--- src/rtl/im_fetch_arbiter.sv ---
// Arbitrates one instruction RAM port between CPU fetch and a program loader.
// Optional write protection of words >= PROT_BASE is enabled by defining IM_ARB_PROT_EN.
module im_fetch_arbiter #(
  parameter int unsigned    AW           = 5,
  parameter int unsigned    MAX_LD_BURST = 4,
  parameter logic [AW-1:0]  PROT_BASE    = 5'd24
) (
  input  logic          clock,
  input  logic          reset,
  input  logic          fetch_req,
  input  logic [15:0]   iaddr,
  output logic [15:0]   idata,
  output logic          stall,
  input  logic          cpu_halt,
  input  logic          ld_valid,
  input  logic [AW-1:0] ld_addr,
  input  logic [15:0]   ld_data,
  output logic          ld_ready,
  output logic          ld_err,
  output logic [AW-1:0] ram_addr,
  output logic [15:0]   ram_wdata,
  output logic          ram_we,
  input  logic [15:0]   ram_rdata,
  output logic [15:0]   wr_count
);

  localparam int unsigned BW = $clog2(MAX_LD_BURST + 1);
  localparam logic [BW-1:0] MAX_B = BW'(MAX_LD_BURST);

  typedef enum logic [1:0] {G_NONE, G_CPU, G_LD} grant_t;

  grant_t        r_grant_q;
  logic [BW-1:0] r_burst_cnt;
  logic [15:0]   r_idata_q;
  logic [15:0]   r_wr_count;
  logic          r_ld_err;

  logic w_ld_gnt;
  logic w_cpu_gnt;
  logic w_prot;
  logic w_unused;

`ifdef IM_ARB_PROT_EN
  assign w_prot   = (ld_addr >= PROT_BASE);
  assign w_unused = ^{iaddr[15:AW+1], iaddr[0]};
`else
  assign w_prot   = 1'b0;
  assign w_unused = ^{iaddr[15:AW+1], iaddr[0], PROT_BASE};
`endif

  // Grants are gated by reset so an in-flight write is dropped the moment reset asserts.
  always_comb begin
    w_ld_gnt  = reset & ld_valid & (cpu_halt | ~fetch_req | (r_burst_cnt < MAX_B));
    w_cpu_gnt = reset & fetch_req & ~cpu_halt & ~w_ld_gnt;
    ram_addr  = w_ld_gnt ? ld_addr : iaddr[AW:1];
    ram_wdata = ld_data;
    ram_we    = w_ld_gnt & ~w_prot;
    ld_ready  = w_ld_gnt;
    stall     = ~reset | (~w_cpu_gnt & (fetch_req | cpu_halt));
    idata     = w_cpu_gnt ? ram_rdata : r_idata_q;
  end

  assign wr_count = r_wr_count;
  assign ld_err   = r_ld_err;

  always_ff @(posedge clock or negedge reset) begin
    if (!reset) begin
      r_grant_q   <= G_NONE;
      r_burst_cnt <= '0;
      r_idata_q   <= '0;
      r_wr_count  <= '0;
      r_ld_err    <= 1'b0;
    end else begin
      if (w_ld_gnt)       r_grant_q <= G_LD;
      else if (w_cpu_gnt) r_grant_q <= G_CPU;
      else                r_grant_q <= G_NONE;

      if (!fetch_req || w_cpu_gnt)
        r_burst_cnt <= '0;
      else if (w_ld_gnt && r_burst_cnt != MAX_B)
        r_burst_cnt <= r_burst_cnt + 1'b1;

      if (w_cpu_gnt)
        r_idata_q <= ram_rdata;

      if (w_ld_gnt && !w_prot && r_wr_count != '1)
        r_wr_count <= r_wr_count + 16'd1;

      r_ld_err <= w_ld_gnt & w_prot;
    end
  end

  a_cpu_clears_burst: assert property (@(posedge clock) disable iff (!reset)
    (r_grant_q == G_CPU) |-> (r_burst_cnt == '0));

endmodule

--- config.mk ---
export PLATFORM = sky130hd
export DESIGN_NAME = im_fetch_arbiter
export DESIGN_NICKNAME = d
export VERILOG_FILES = /design/src/rtl/im_fetch_arbiter.sv
export SDC_FILE = /design/constraint.sdc
export NUM_CORES = 1
export LEC_CHECK = 0
export ABC_AREA = 0
export BUFFER_PORTS_ARGS = -buffer_cell sky130_fd_sc_hd__buf_2
export CORE_AREA = 2 2 90 92
export DETAILED_ROUTE_END_ITERATION = 6
export DIE_AREA = 0 0 92 94
export GPL_ROUTABILITY_DRIVEN = 0
export PLACE_DENSITY_LB_ADDON = 0.2
export SYNTH_ARGS = -nofsm -noshare
export SYNTH_HDL_FRONTEND = slang
export SYNTH_SLANG_ARGS = --single-unit
--- constraint.sdc ---
create_clock -name clock -period 1.7 [get_ports clock]
set_input_delay 0.17 -clock clock [delete_from_list [all_inputs] [get_ports clock]]
set_output_delay 0.17 -clock clock [all_outputs]
set_load 0.005 [all_outputs]
After elaboration in Yosys (flattened, before gate mapping)
Cells that the tools add are included.

Add/sub/neg operators: 2. Order comparisons: 1. Bitwise operators: 15. Muxes and demuxes: 4. Eq/ne operators: 2. Reductions and logical operators: 5.

Operator list (number): adder 16 x 1 -> 16 bit, second input constant (1); 2-to-1 mux 16 bit (1); inequality test 16 bit, second input constant (1); bitwise AND 1 bit (6); 2-to-1 mux 3 bit (2); 2-to-1 mux 5 bit (1); NOT 1 bit (5); bitwise OR 1 bit (4); adder 3 x 1 -> 3 bit, second input constant (1); < comparator 3 bit, second input constant (1); inequality test 3 bit, second input constant (1); logical AND 1 bit (2); nonzero test 2 bit (1); logical NOT 1 bit (1); logical OR 1 bit (1).

Input bits: 58. Output and inout bits: 57. Register bits after elaboration: 35.

Longest topological paths before layout
Gate-level depths: netlist of the first run.

Depth after elaboration: 9. Mapped depth: 6.

Worst setup path after synthesis of the first run
Ideal clock, no wire load.

Path type: register -> register. Start: register r_wr_count[0] (netlist: wr_count[0]). End: register r_wr_count[1] (netlist: wr_count[1]). Library setup time: 0.125 ns. Clock period less this slack: 1.727 ns. Path buffers: 0. Arrival time: 1.603 ns. Stages on the path, launching flop included: 6. Path slack: -0.027 ns. Path through: dfrtp_1 ha_1 and4_1 and4_2 nor2_1 mux2_2.

Longest elaborated chain between the ends: 2. Elaborated cells on any way between the ends: 3.

RTL lines: start, declared (RTL line 35) `logic [15:0] r_wr_count;`; start signal, assigned (RTL line 87) `r_wr_count <= r_wr_count + 16'd1;`; parallel branches: the longest is 2 deep, another holds adder 16 x 1 -> 16 bit.

Parallel ways; which one is timed is not known. A chain may end at the register's enable or synchronous reset.

Worst setup path in the final report of the first run
Start: register r_burst_cnt[2]. End: output port idata[13].

Longest elaborated chain between the ends: 6.

RTL lines: start, declared (RTL line 33) `logic [BW-1:0] r_burst_cnt;`; start signal, assigned (RTL line 81) `r_burst_cnt <= r_burst_cnt + 1'b1;`; < comparator 3 bit (RTL line 53) `w_ld_gnt = reset & ld_valid & (cpu_halt | ~fetch_req | (r_burst_cnt < MAX_B));`; bitwise OR 1 bit (RTL line 53); bitwise AND 1 bit (RTL line 53); NOT 1 bit (RTL line 54) `w_cpu_gnt = reset & fetch_req & ~cpu_halt & ~w_ld_gnt;`; bitwise AND 1 bit (RTL line 54); 2-to-1 mux 16 bit; end, declared (RTL line 12) `output logic [15:0] idata,`.

No other way between the ends.

==> results of run 1 <==
kinds of logic (layout without fill, tap and decap cells):
| kind of cell | after synthesis | after routing | synth area share |
|---|---|---|---|
| buffers and inverters | 26 | 104 | 0.0910 |
| AND/OR/NAND/NOR | 70 | 71 | 0.204 |
| AO/OA/AOI/OAI | 8 | 8 | 0.0350 |
| flip-flops | 35 | 35 | 0.472 |
| XOR/XNOR | 13 | 13 | 0.0613 |
| multiplexers | 19 | 19 | 0.115 |
| adder cells (fa/ha/maj) | 3 | 3 | 0.0202 |
| other | 1 | 1 | 0.00202 |
where the power goes:
part	internal [W]	total (W)	switching (W)
combinational	0.000519	0.000926	0.000407
sequential	0.00100	0.00108	0.0000842
clock	0.000370	0.000668	0.000298
worst register-to-register path, stage by stage (launching register included):
cell and delay [ns]:
dfrtp_1 0.38, buf_4 0.14, nand3b_1 0.15, buf_4 0.19, nand4_4 0.15, nor2_1 0.16, mux2_2 0.33
layer usage:
layer,part of all wire,global-route usage
met4,0.0079,0.0361
met5,0,0
met2,0.43,0.160
met1,0.50,0.149
met3,0.058,0.0233
worst min-delay path by stage:
stage / from / end
floorplan: reset / r_burst_cnt[0]
global placement: reset / r_idata_q[1]
detailed placement: reset / r_idata_q[1]
CTS: ram_rdata[6] / r_idata_q[6]
global route: ram_rdata[12] / r_idata_q[12]
finish: ram_rdata[10] / r_idata_q[10]
synth_stat cells (all sizes together):
cell    count
o21ai       2
mux2       18
nor2b       2
xor2       11
nand3       7
and2        1
dfrtp      35
buf        20
nor3        6
or3         1
ha          3
nor3b       2
clkbuf      1
clkinv      1
nand3b      1
and3        3
nor4        4
a311oi      1
nand4       4
nor2        4
conb        1
nand2b      2
o311ai      1
or2         1
nand2      28
and4        4
a21oi       4
xnor2       2
mux2i       1
inv         4
registers in the layout, summed over array words and instances (netlist names):
| name | cells |
|---|---|
| r_idata_q | 16 |
| r_burst_cnt | 3 |
| wr_count | 16 |
through the flow:
step	utilization	instances	total power, W
after floorplan	-	175	0.00150
after global placement	0.301	338	0.00187
after detailed placement	0.301	338	0.00188
after CTS	0.334	352	0.00266
after global routing	0.352	356	0.00287
final	0.352	356	0.00268
timing repair:
item | in CTS | in global routing
setup buffers | 4 | 2
setup endpoints to repair | 24 | 29
hold buffers | 1 | 0
gates cloned | 1 | 2
endpoints found under the hold margin | 35 | 0
pin swaps | 2 | 3
resized for setup | 20 | 19
area by class of cell:
type,instances,area share
clock buffers,8,0.0373
inverters,5,0.00980
multi-input cells,115,0.352
flip-flops and latches,35,0.327
well taps,102,0.0476
repair buffers,91,0.227
==> impl_metrics.csv, run 1 <==
group,metric,value,unit
worst_setup_path,slowest_delay,0.38,ns
worst_setup_path,worstPathRequired,1.53,ns
sta,worst_slack,-0.0536,ns
clocking,cts_tree,"built",
floorplan,dieWidth,92,um
logic_synthesis,synth_area,0.00186,mm2
worst_setup_path,path_depth,5,
worst_setup_path,r2r_end,"wr_count[8]",
worst_setup_path,path_buf_inv,2,
layout,fillCellCount,811,
power,power_leakage,1.35,nW
worst_setup_path,worstPathArrival,1.58,ns
sta,fin_hold_ws,0.129,ns
layout,drive_above_1_share,0.520,
flow_run,cap_violations,0,
sta,slew_viol_final,0,
sta,setup_viol,16,
placement,port-buffer-count,70,
logic_synthesis,synth.avg_cell_area,10.6,um2
clocking,cts_max_path_buffers,2,
clocking,path_clk_slew,0.07,ns
worst_setup_path,critPathLaunch,"r_burst_cnt[2]",
detailed_routing,wl_per_cell,13.1,um
floorplan,pin_count,115,
layout,final_area,0.00268,mm2
detailed_routing,drtAntennaViolNets,0,
global_route,grt_pass1_wl,7250,um
floorplan,initial_core_util,0.244,
worst_setup_path,r2r_cells,6,
sta,fin_skew,0.00719,ns
worst_setup_path,worstPathCellList,"nand2b_1 -> and3_4 -> clkbuf_16 -> mux2_4 -> buf_2",
min_path,hold_class,"in -> reg",
global_route,grt_overflow,0,
sta,period_needed,1.75,ns
run_status,status,"complete, but fails checks",
logic_synthesis,yosys_warnings,0,
placement,hpwl,3150,um
clocking,cts_num_sinks,35,
worst_setup_path,cp_top_family,"flip-flops",
logic_synthesis,synth.largest_area_cell,"dfrtp_1",
detailed_routing,vias,1520,
logic_synthesis,yosys-top-cells-area,"dfrtp_1 (47%), mux2_2 (11%), buf_4 (7.3%)",
worst_setup_path,crit_fanout,4,
layout,final_cell_mix,"buf_2 (63), dfrtp_1 (35), nand2_1 (27)",
min_path,whs_path_depth,2,
logic_synthesis,synth_cell_types,36,
layout,regArea,876,um2
worst_setup_path,start_kind,"flop",
sta,rsz0062_at_grt,"yes",
worst_setup_path,reg2reg_from,"r_burst_cnt[2]",
clocking,cts_root_buffer,"clkbuf_8",
worst_setup_path,end_kind,"primary output",
layout,layout_commonest_cell,"buf_2",
floorplan,rows,32,
worst_setup_path,cp_slowest_cell,"dfrtp_1",
detailed_routing,avgViaCountPerCell,4.27,
logic_synthesis,postSynthCellCount,175,
sta,fmax,570,MHz
logic_synthesis,ys_seq_area_frac,0.472,
detailed_routing,drc,0,
power,p_per_area,999,mW/mm2
placement,place_ws,-0.0293,ns
worst_setup_path,r2r_setup_slack,0.08,ns
clocking,htreeDepth,2,
clocking,cts_buffers,5,
floorplan,dieArea,0.00865,mm2
power,ir_drop,0.389,mV
sta,timing.final.crit_share,1.03,
logic_synthesis,syn_nets,236,
placement,placed_cell_area,0.00229,mm2
layout,area_delta_synth_final,44.3,%
worst_setup_path,endpoint,"idata[13]",
sta,setup-tns-final,-0.650,ns
detailed_routing,wl,4660,um
logic_synthesis,synth_top_cell_area_share,0.472,
sta,hold_viol,0,
detailed_routing,firstDrtPassIters,4,
run_status,violations,"negative setup slack",
worst_setup_path,path_class,"reg -> out",
detailed_routing,drtIter0Drc,43,
clocking,clk_latency,0.28,ns
global_route,grtUsageTotal,0.106,
global_route,grt_max_degree,21,
floorplan,core_area,0.00761,mm2
global_route,grt_pass1_vias,1420,
layout,num_antenna_cells,0,
layout,fin_nets,314,
global_route,antenna_found_initial,0,
logic_synthesis,synth-seq-cells,35,
floorplan,die_h,94,um
layout,multiInputGateArea,942,um2
(Power assumes the default switching activity.)
==> run 2, diff against run 1 <==
--- a/config.mk
+++ b/config.mk
@@ -7,9 +7,9 @@
 export LEC_CHECK = 0
 export ABC_AREA = 0
 export BUFFER_PORTS_ARGS = -buffer_cell sky130_fd_sc_hd__buf_2
-export CORE_AREA = 2 2 90 92
+export CORE_AREA = 2 2 72 74
 export DETAILED_ROUTE_END_ITERATION = 6
-export DIE_AREA = 0 0 92 94
+export DIE_AREA = 0 0 74 76
 export GPL_ROUTABILITY_DRIVEN = 0
 export PLACE_DENSITY_LB_ADDON = 0.2
 export SYNTH_ARGS = -nofsm -noshare
==> impl_metrics.csv, run 2 (same netlist as run 1, synthesis figures left out) <==
group,metric,value,unit
worst_setup_path,end_kind,"primary output",
global_route,antenna_found_initial,0,
sta,fmax,578,MHz
worst_setup_path,worstPathArrival,1.56,ns
floorplan,pin_count,115,
worst_setup_path,worstPathCellList,"nand2b_1 -> and3_4 -> buf_12 -> mux2_2 -> buf_2",
floorplan,dieWidth,74,um
detailed_routing,avgViaCountPerCell,4.62,
detailed_routing,firstDrtPassIters,4,
global_route,grt_overflow,0,
worst_setup_path,cp_slowest_cell,"dfrtp_1",
layout,final_cell_mix,"buf_2 (70), dfrtp_1 (35), nand2_1 (27)",
detailed_routing,wl_per_cell,12.5,um
worst_setup_path,slowest_delay,0.36,ns
worst_setup_path,worstPathRequired,1.53,ns
floorplan,die_h,76,um
worst_setup_path,r2r_setup_slack,0.10,ns
detailed_routing,drtIter0Drc,37,
power,p_per_area,1040,mW/mm2
clocking,cts_buffers,5,
worst_setup_path,path_class,"reg -> out",
global_route,grtUsageTotal,0.156,
floorplan,initial_core_util,0.378,
layout,drive_above_1_share,0.492,
detailed_routing,vias,1460,
sta,slew_viol_final,0,
min_path,hold_class,"in -> reg",
worst_setup_path,crit_fanout,17,
global_route,grt_pass1_wl,6760,um
power,ir_drop,0.535,mV
clocking,cts_max_path_buffers,2,
clocking,clk_latency,0.28,ns
floorplan,dieArea,0.00562,mm2
floorplan,core_area,0.00491,mm2
layout,area_delta_synth_final,28.5,%
worst_setup_path,path_buf_inv,2,
sta,fin_hold_ws,0.132,ns
clocking,htreeDepth,2,
power,power_leakage,1.20,nW
layout,num_antenna_cells,0,
run_status,status,"complete, but fails checks",
layout,fin_nets,306,
run_status,violations,"negative setup slack",
detailed_routing,drc,0,
floorplan,rows,26,
flow_run,cap_violations,0,
placement,dp.cells,303,
detailed_routing,wl,3950,um
worst_setup_path,cp_top_family,"flip-flops",
sta,hold_viol,0,
clocking,cts_num_sinks,35,
layout,stdcell_count,316,
layout,layout_commonest_cell,"buf_2",
global_route,grt_pass1_vias,1439,
clocking,cts_tree,"built",
sta,fin_skew,0.00185,ns
sta,timing.final.crit_share,1.02,
detailed_routing,drtAntennaViolNets,0,
clocking,path_clk_slew,0.07,ns
sta,period_needed,1.73,ns
layout,final_core_util,0.486,
global_route,grt_max_degree,18,
sta,rsz0062_at_grt,"yes",
sta,setup_viol,16,
clocking,cts_root_buffer,"clkbuf_8",
sta,worst_slack,-0.0288,ns
worst_setup_path,start_kind,"flop",
placement,hpwl,3110,um
placement,port-buffer-count,70,
[run 2: path summary, 6_finish.rpt]
check | startpoint | endpoint | depth (start not counted)
setup / recovery | r_burst_cnt[2] | idata[0] | 5
max in group asynchronous | reset | r_idata_q[15] | 3
min in group asynchronous | reset | wr_count[1] | 3
setup reg to reg | wr_count[0] | wr_count[1] | 5
hold reg to reg | r_idata_q[6] | r_idata_q[6] | 1
hold / removal | ram_rdata[13] | r_idata_q[13] | 2
[run 2: cell type report]
| class | count | area, um2 |
|---|---|---|
| fill | 447 | 2530 |
| sequential | 35 | 876 |
| multi-input combinational | 114 | 828 |
| timing repair buffer | 84 | 474 |
| clock buffer | 8 | 100 |
| tap | 70 | 87.6 |
| inverter | 5 | 20.0 |
[run 2: worst reg2reg max path, cell delays in order, from the launching register on]
cell and delay (ns):
dfrtp_1 0.38, ha_2 0.22, and4_1 0.15, and4_2 0.27
nor2_2 0.13, mux2_2 0.34
[run 2: power breakdown]
| part | leakage [nW] | switching (W) | internal [W] |
|---|---|---|---|
| sequential | 0.437 | 0.0000850 | 0.00100 |
| combinational | 0.714 | 0.000349 | 0.000399 |
| clock | 0.0515 | 0.000279 | 0.000369 |
[run 2: what timing repair did]
action,CTS,global route
cloned,0,0
gates resized for setup,2,3
endpoints found under the setup margin,24,25
pin swaps,1,0
hold buffers,1,0
hold endpoints to repair,35,0
setup buffers,3,1
[run 2: metal layers]
| metal | track usage | vias to the layer above | share of wire |
|---|---|---|---|
| met1 | 0.199 | 673 | 0.44 |
| met3 | 0.0437 | 17 | 0.063 |
| li1 | - | 721 | - |
| met4 | 0.0655 | 0 | 0.022 |
| met5 | 0 | - | 0 |
| met2 | 0.245 | 49 | 0.48 |
[run 2: through the flow]
step	power, W	area, um2	TNS, ns	setup WS [ns]
6_report	0.00248	2390	-0.397	-0.0288
5_1_grt	0.00267	2390	-1.47	-0.102
4_1_cts	0.00252	2370	-0.745	-0.0520
3_5_place_dp	0.00186	2230	0	0.0647
3_3_place_gp	0.00185	2230	0	0.0817
2_1_floorplan	0.00150	1860	0	0.0145
==> run 3, diff against run 2 <==
--- a/config.mk
+++ b/config.mk
@@ -6,10 +6,10 @@
 export NUM_CORES = 1
 export LEC_CHECK = 0
 export ABC_AREA = 0
-export BUFFER_PORTS_ARGS = -buffer_cell sky130_fd_sc_hd__buf_2
-export CORE_AREA = 2 2 72 74
+export CORE_AREA = 2 2 68 70
 export DETAILED_ROUTE_END_ITERATION = 6
-export DIE_AREA = 0 0 74 76
+export DIE_AREA = 0 0 70 72
+export DONT_BUFFER_PORTS = 1
 export GPL_ROUTABILITY_DRIVEN = 0
 export PLACE_DENSITY_LB_ADDON = 0.2
 export SYNTH_ARGS = -nofsm -noshare
==> impl_metrics.csv, run 3 (same netlist as run 1, synthesis figures left out) <==
group,metric,value,unit
floorplan,initial_core_util,0.435,
power,p_comb_frac,0.272,
layout,final_area,0.00206,mm2
sta,timing.final.crit_share,0.969,
worst_setup_path,slowest_delay,0.37,ns
detailed_routing,avgViaCountPerCell,5.45,
power,clock_power_share,0.253,
clocking,cts_max_path_buffers,2,
clocking,cts_tree,"built",
power,ir_drop,0.462,mV
detailed_routing,wl,4060,um
layout,final_cell_mix,"dfrtp_1 (35), nand2_1 (27), buf_4 (16)",
layout,num_antenna_cells,0,
worst_setup_path,cp_top_family,"multiplexers",
global_route,grtUsageTotal,0.170,
sta,setup_viol,0,
worst_setup_path,crit_fanout,17,
power,p_seq_frac,0.476,
worst_setup_path,endpoint,"idata[0]",
clocking,cts_root_buffer,"clkbuf_8",
worst_setup_path,reg2reg_from,"wr_count[0]",
run_status,status,"finished clean",
floorplan,dieArea,0.00504,mm2
power,power_leakage,0.939,nW
sta,rsz0062_at_grt,"yes",
sta,fin_hold_ws,0.0567,ns
power,p_per_area,1110,mW/mm2
worst_setup_path,r2r_end,"wr_count[1]",
placement,port-buffer-count,0,
worst_setup_path,r2r_cells,5,
clocking,htreeDepth,2,
floorplan,pin_count,115,
layout,drive_above_1_share,0.304,
detailed_routing,firstDrtPassIters,4,
layout,area_delta_synth_final,11.0,%
global_route,grt_max_degree,36,
global_route,grt_pass1_wl,6670,um
placement,hpwl,3010,um
power,power.switching,0.000710,W
clocking,cts_buffers,5,
layout,layout_commonest_cell,"dfrtp_1",
layout,regArea,876,um2
min_path,min_from,"ram_rdata[9]",
layout,fin_nets,241,
clocking,cts_num_sinks,35,
detailed_routing,drtAntennaViolNets,0,
floorplan,dieWidth,70,um
global_route,grt_pass1_vias,1399,
worst_setup_path,worstPathRequired,1.53,ns
min_path,hold_class,"in -> reg",
layout,fillCellCount,417,
worst_setup_path,cp_slowest_cell,"mux2_2",
worst_setup_path,start_kind,"flop",
detailed_routing,drc,0,
worst_setup_path,path_class,"reg -> out",
clocking,path_clk_slew,0.07,ns
power,p_sw_frac,0.310,
worst_setup_path,end_kind,"primary output",
sta,fmax,607,MHz
detailed_routing,drtIter0Drc,49,
sta,fin_skew,0.00351,ns
flow_run,cap_violations,0,
global_route,grt_overflow,0,
sta,hold_viol,0,
floorplan,core_area,0.00426,mm2
detailed_routing,vias,1270,
worst_setup_path,worstPathCellList,"nand2b_1 -> and3_4 -> buf_12 -> mux2_2",
sta,slew_viol_final,0,
floorplan,die_h,72,um
floorplan,rows,24,
worst_setup_path,path_depth,4,
power,intPower,0.00158,W
worst_setup_path,path_buf_inv,1,
placement,placed_cell_area,0.00189,mm2
global_route,antenna_found_initial,0,
power,power,0.00229,W
detailed_routing,wl_per_cell,17.4,um
sta,period_needed,1.65,ns
layout,multiInputGateArea,842,um2
worst_setup_path,worstPathArrival,1.48,ns
worst_setup_path,critPathLaunch,"r_burst_cnt[2]",
clocking,clk_latency,0.28,ns
worst_setup_path,r2r_setup_slack,0.11,ns
## run 3: worst min path at each step
stage                      to  slack, ns  cells past startpoint
5_1_grt          r_idata_q[9]       0.04                      1
6_report         r_idata_q[9]       0.06                      1
2_1_floorplan  r_burst_cnt[0]      -0.13                      0
3_3_place_gp     wr_count[11]      -0.12                      0
4_1_cts          r_idata_q[5]       0.05                      1
3_5_place_dp     wr_count[11]      -0.12                      0
## run 3: layer usage
| metal | track usage | vias up | wire length [um] |
|---|---|---|---|
| li1 | - | 589 | - |
| met1 | 0.178 | 624 | 1500 |
| met2 | 0.305 | 45 | 2230 |
| met3 | 0.0653 | 12 | 249 |
| met4 | 0.0748 | 0 | 78 |
| met5 | 0 | - | 0 |
## run 3: final cells by class
class | instances | area share
Multi-Input combinational cell | 114 | 0.409
Tap cell | 52 | 0.0316
Inverter | 5 | 0.0109
Sequential cell | 35 | 0.425
Clock buffer | 6 | 0.0352
Clock inverter | 2 | 0.00607
Timing Repair Buffer | 19 | 0.0826
## run 3: repair_timing
| item | 4_1_cts | 5_1_grt |
|---|---|---|
| pin swaps | 1 | 0 |
| resized for setup | 0 | 8 |
| hold endpoints to repair | 35 | 0 |
| setup endpoints to repair | 24 | 25 |
| buffers inserted | 2 | 1 |
| hold buffers | 2 | 0 |
## run 3: metrics by stage
step | setup slack, ns | instances | util | setup TNS (ns)
floorplan | 0.0145 | 175 | - | 0
global placement | 0.0715 | 220 | 0.444 | 0
detailed placement | 0.0599 | 220 | 0.444 | 0
CTS | 0.0177 | 232 | 0.474 | 0
global route | -0.00500 | 233 | 0.483 | -0.0166
finish | 0.0528 | 233 | 0.483 | 0
## run 3: power groups by stage
stage	registers (W)	clock network [W]	logic, W
2_1_floorplan	0.00115	0	0.000352
3_3_place_gp	0.00109	0	0.000569
3_5_place_dp	0.00110	0	0.000587
4_1_cts	0.00109	0.000597	0.000617
5_1_grt	0.00111	0.000640	0.000686
6_report	0.00109	0.000578	0.000622
